--- src/rtl/period_meter_pkg.sv ---
// Shared types and constants for the period meter.
package period_meter_pkg;

  typedef enum logic {
    IDLE    = 1'b0,
    MEASURE = 1'b1
  } meter_state_t;

  localparam int unsigned PERIOD_MIN = 2;

endpackage

--- src/rtl/sync_edge_detect.sv ---
// Multi-flop synchronizer with history flop; emits a registered one-cycle
// pulse on each synchronized rising edge of an asynchronous input.
module sync_edge_detect #(
  parameter int unsigned SYNC_STAGES = 2
) (
  input  logic clock,
  input  logic reset,
  input  logic async_in,
  output logic rise
);

  logic [SYNC_STAGES-1:0] r_sync;
  logic                   r_hist;
  logic                   r_rise;
  logic                   w_sync_out;

  assign w_sync_out = r_sync[SYNC_STAGES-1];

  // Pulse is registered: a sample taken at edge k is seen as rise during the
  // cycle after edge k+SYNC_STAGES.
  always_ff @(posedge clock) begin
    if (reset) begin
      r_sync <= '0;
      r_hist <= 1'b0;
      r_rise <= 1'b0;
    end else begin
      r_sync <= {r_sync[SYNC_STAGES-2:0], async_in};
      r_hist <= w_sync_out;
      r_rise <= w_sync_out & ~r_hist;
    end
  end

  assign rise = r_rise;

endmodule

--- src/rtl/period_meter.sv ---
// Measures the spacing of rising edges on an asynchronous input in system
// clock cycles, reporting each completed period with a one-cycle strobe.
module period_meter
  import period_meter_pkg::*;
#(
  parameter int unsigned BITS        = 16,
  parameter int unsigned SYNC_STAGES = 2
) (
  input  logic            clock,
  input  logic            reset,
  input  logic            sig_in,
  output logic [BITS-1:0] period,
  output logic            valid,
  output logic            overflow,
  output logic            locked
);

  logic            w_rise;
  meter_state_t    r_state;
  logic [BITS-1:0] r_count;
  logic            r_sat;
  logic [BITS-1:0] r_period;
  logic            r_valid;
  logic            r_overflow;

  sync_edge_detect #(
    .SYNC_STAGES(SYNC_STAGES)
  ) u_sync (
    .clock   (clock),
    .reset   (reset),
    .async_in(sig_in),
    .rise    (w_rise)
  );

  always_ff @(posedge clock) begin
    if (reset) begin
      r_state    <= IDLE;
      r_count    <= '0;
      r_sat      <= 1'b0;
      r_period   <= '0;
      r_valid    <= 1'b0;
      r_overflow <= 1'b0;
    end else begin
      r_valid <= 1'b0;
      case (r_state)
        IDLE: begin
          if (w_rise) begin
            r_state <= MEASURE;
            r_count <= BITS'(1);
            r_sat   <= 1'b0;
          end
        end
        MEASURE: begin
          if (w_rise) begin
            r_period   <= r_count;
            r_overflow <= r_sat;
            r_valid    <= 1'b1;
            r_count    <= BITS'(1);
            r_sat      <= 1'b0;
          end else if (r_count != '1) begin
            r_count <= r_count + 1'b1;
          end else begin
            // Counter parks at all-ones; the flag marks that time was lost.
            r_sat <= 1'b1;
          end
        end
        default: r_state <= IDLE;
      endcase
    end
  end

  assign period   = r_period;
  assign valid    = r_valid;
  assign overflow = r_overflow;
  assign locked   = (r_state == MEASURE);

endmodule

--- config.mk ---
export PLATFORM = sky130hd
export DESIGN_NAME = period_meter
export DESIGN_NICKNAME = d
export VERILOG_FILES = /design/src/rtl/period_meter_pkg.sv /design/src/rtl/sync_edge_detect.sv /design/src/rtl/period_meter.sv
export SDC_FILE = /design/constraint.sdc
export NUM_CORES = 1
export LEC_CHECK = 0
export CAP_MARGIN = 20
export CORE_MARGIN = 1
export CORE_UTILIZATION = 36
export DETAILED_ROUTE_END_ITERATION = 16
export DONT_BUFFER_PORTS = 1
export PLACE_DENSITY = 0.5
export SYNTH_ARGS = -nofsm -noshare
export SYNTH_HDL_FRONTEND = slang
export SYNTH_SLANG_ARGS = --single-unit
--- constraint.sdc ---
create_clock -name clock -period 2.4 [get_ports clock]
set_clock_uncertainty 0.2 [all_clocks]
set_input_delay 0.48 -clock clock [delete_from_list [all_inputs] [get_ports clock]]
set_output_delay 0.48 -clock clock [all_outputs]
set_load 0.03 [all_outputs]
==> qor.csv <==
metric,value,unit
status,"finished, final reports clean",
grt_pass1_wl,6180,um
finalPower,1140,uW
syn_area,1620,um2
p_clk_share,39.3,%
holdPathStages,1,
yosysMostFrequentCell,nand2_1,
dieHeight,69.0,um
drive_above_1_share,6.81,%
cpPeakStageDelay,0.50,ns
yosys_warnings,0,
power.switching,231,uW
dieArea,4770,um2
rsz0062_at_grt,no,
cts.htree.levels,2,
clock_sink_count,40,
drv_cap,0,
tns,0,ns
fin_nets,194,
ir_drop,0.000263,V
cts_buffers,5,
worstReg2RegEnd,r_count[8]$_SDFFE_PP0P_,
p_leak,0.000534,uW
switching_share,20.3,%
drc,0,
slew_viol_final,0,
min_period,2.04,ns
grt_max_degree,28,
worstMarginPinSlew,0.642,ns
yosys-top-cells-area,"dfxtp_1 49%, nand2_1 9.7%, a21oi_1 8.0%",
hold_viol_final,0,
synth_cell_types,34,
clockRootBuffer,clkbuf_8,
async_flop_share,0,%
r2r_setup_slack,0.36,ns
synth_nets,196,
cp.required,2.42,ns
max_freq,490,MHz
synthTopCellsByCount,"42 x nand2_1, 40 x dfxtp_1, 26 x a21oi_1, 13 x nor2_1, 10 x nor3_1",
wl_per_cell,14.6,um
min_from,reset,
relSlewSlack,57.1,%
core,4320,um2
fin_crit_sh,85.0,%
path_cells,ha_1 > nand2_1 > or2_4 > or4_1 > a21oi_1,
die_x,69.0,um
post_cts_buffers,0,
initial_core_util,37.4,%
synth_cells,192,
crit_slowest_cell,or4_1,
whs_endpoint,period[11]$_SDFFE_PP0P_,
first_pass_iters,4,
gp_routability_congestion,0.854,
cts_hold_buf,0,
tritoncts,done,
reg2regPathDepth,5,
worstReg2RegStart,r_count[1]$_SDFFE_PP0P_,
cts-resized-gates,0,
grtUsageTotal,16.5,%
ioPinCount,22,
path_class,flop to flop,
rows,24,
antenna_left,0,
synth_seq_cells,40,
crit_fanout,6,
crit_arrival,2.06,ns
drtIter0Drc,77,
min_path_type,input port to flop,
intPower,910,uW
synth_edf_count,0,
vias,1322,
synth_area_per_cell,8.43,um2
start_kind,flop,
synthFlopType,dfxtp_1,
seq_power_share,58.9,%
clockBufferDepth,2,
antennaDiodeCount,0,
grt_pass1_vias,1269,
wl,3540,um
dp_hpwl,2440,um
finalSetupViolCount,0,
gr-total-overflow,0,
clkTransAtPathRegs,0.07,ns
antenna_found_initial,0,
combPwrFrac,1.8,%
synth.yosys.seq_area_share,49.5,%
clk_latency,0.29,ns
power_density,663,nW/um2
cp-end-kind,flop,
syn2layout_area_growth,6.42,%
vias_per_cell,5.44,
portBuffers,0,
synth_top_area_share,49.5,%
netlist.top_cell.by_area,dfxtp_1,
cells by family (layout without fill, tap and decap cells):
logic type,after synthesis,in the layout,share of synthesized area (%)
AOI/OAI and AO/OA,41,41,15.2
xor gates and xnor gates,1,1,0.541
adders and majority gates,1,1,0.773
buffers and inverters,11,10,3.87
DFF,40,40,49.5
muxes,2,2,1.24
and+or+nand+nor,96,96,28.8
routing by layer:
metal | global-route usage [%] | share of wire [%] | vias up
li1 | - | - | 676
met1 | 21.4 | 48 | 608
met2 | 25.0 | 46 | 36
met3 | 6.29 | 5.3 | 2
met4 | 5.44 | 0.48 | 0
met5 | 0 | 0 | -
per-stage QoR:
| step | worst slack [ns] | area [um2] | instances | utilization, % | hold slack (ns) |
|---|---|---|---|---|---|
| 6_report | 0.360 | 1720 | 243 | 39.8 | 0.0501 |
| 3_3_place_gp | 0.447 | 1630 | 235 | 37.7 | 0.175 |
| 2_1_floorplan | 0.440 | 1620 | 192 | - | 0.167 |
| 4_1_cts | 0.372 | 1720 | 243 | 39.8 | 0.0378 |
| 5_1_grt | 0.203 | 1720 | 243 | 39.8 | 0.0237 |
| 3_5_place_dp | 0.386 | 1630 | 235 | 37.7 | 0.174 |
final cells by class:
| class | instances | area, um2 |
|---|---|---|
| fillers | 464 | 2600 |
| flip-flops and latches | 40 | 801 |
| well taps | 52 | 65.1 |
| multi-input cells | 141 | 754 |
| clock buffers | 8 | 90.1 |
| repair buffers | 1 | 7.51 |
| inverters | 1 | 3.75 |
critical path, delay by kind of cell (launching register included):
kind | cells | cell delay [ns]
DFF | 1 | 0.42
adders and majority gates | 1 | 0.28
and+or+nand+nor | 3 | 0.94
AOI/OAI and AO/OA | 1 | 0.14
placed cells by master (no fill, tap or decap), types with 2 or more instances in the layout:
master    netlist  final
nand2_1        42     42
nor4_1          4      4
nand3_1         5      5
dfxtp_1        40     40
mux2i_1         2      2
nor2b_1         4      4
a41oi_1         2      2
clkbuf_8        2      6
nor3_1         10     10
o21ai_0         4      4
clkbuf_1        7      2
a211oi_1        2      2
nor2_1         13     13
or4_1           2      2
or2_2           3      3
or3_1           3      3
a21oi_1        26     26
nand4_1         5      5
state kept, by name (all words and copies together), names as in the netlist:
signal / cells
u_sync.r_hist: 1
locked: 1
period: 16
u_sync.r_sync: 2
r_sat: 1
overflow: 1
u_sync.rise: 1
valid: 1
r_count: 16
power by group through the flow:
stage	sequential (uW)	combinational [uW]	clock, uW
floorplan	687	22.5	0
global placement	687	20.1	0
detailed placement	687	20.4	0
CTS	671	20.5	470
global route	672	22.6	507
finish	672	20.3	449
how the worst max path moves through the flow:
stage,slack (ns),depth (start not counted),endpoint,start
after floorplan,0.44,5,r_count[8]$_SDFFE_PP0P_,locked$_SDFF_PP0_
after global placement,0.45,5,r_count[8]$_SDFFE_PP0P_,r_count[0]$_SDFFE_PP0P_
after detailed placement,0.39,5,r_count[8]$_SDFFE_PP0P_,r_count[0]$_SDFFE_PP0P_
after CTS,0.37,5,r_count[8]$_SDFFE_PP0P_,r_count[0]$_SDFFE_PP0P_
after global routing,0.20,5,r_count[8]$_SDFFE_PP0P_,r_count[0]$_SDFFE_PP0P_
final,0.36,5,r_count[8]$_SDFFE_PP0P_,r_count[1]$_SDFFE_PP0P_
Power figures use the tool's default switching activity.
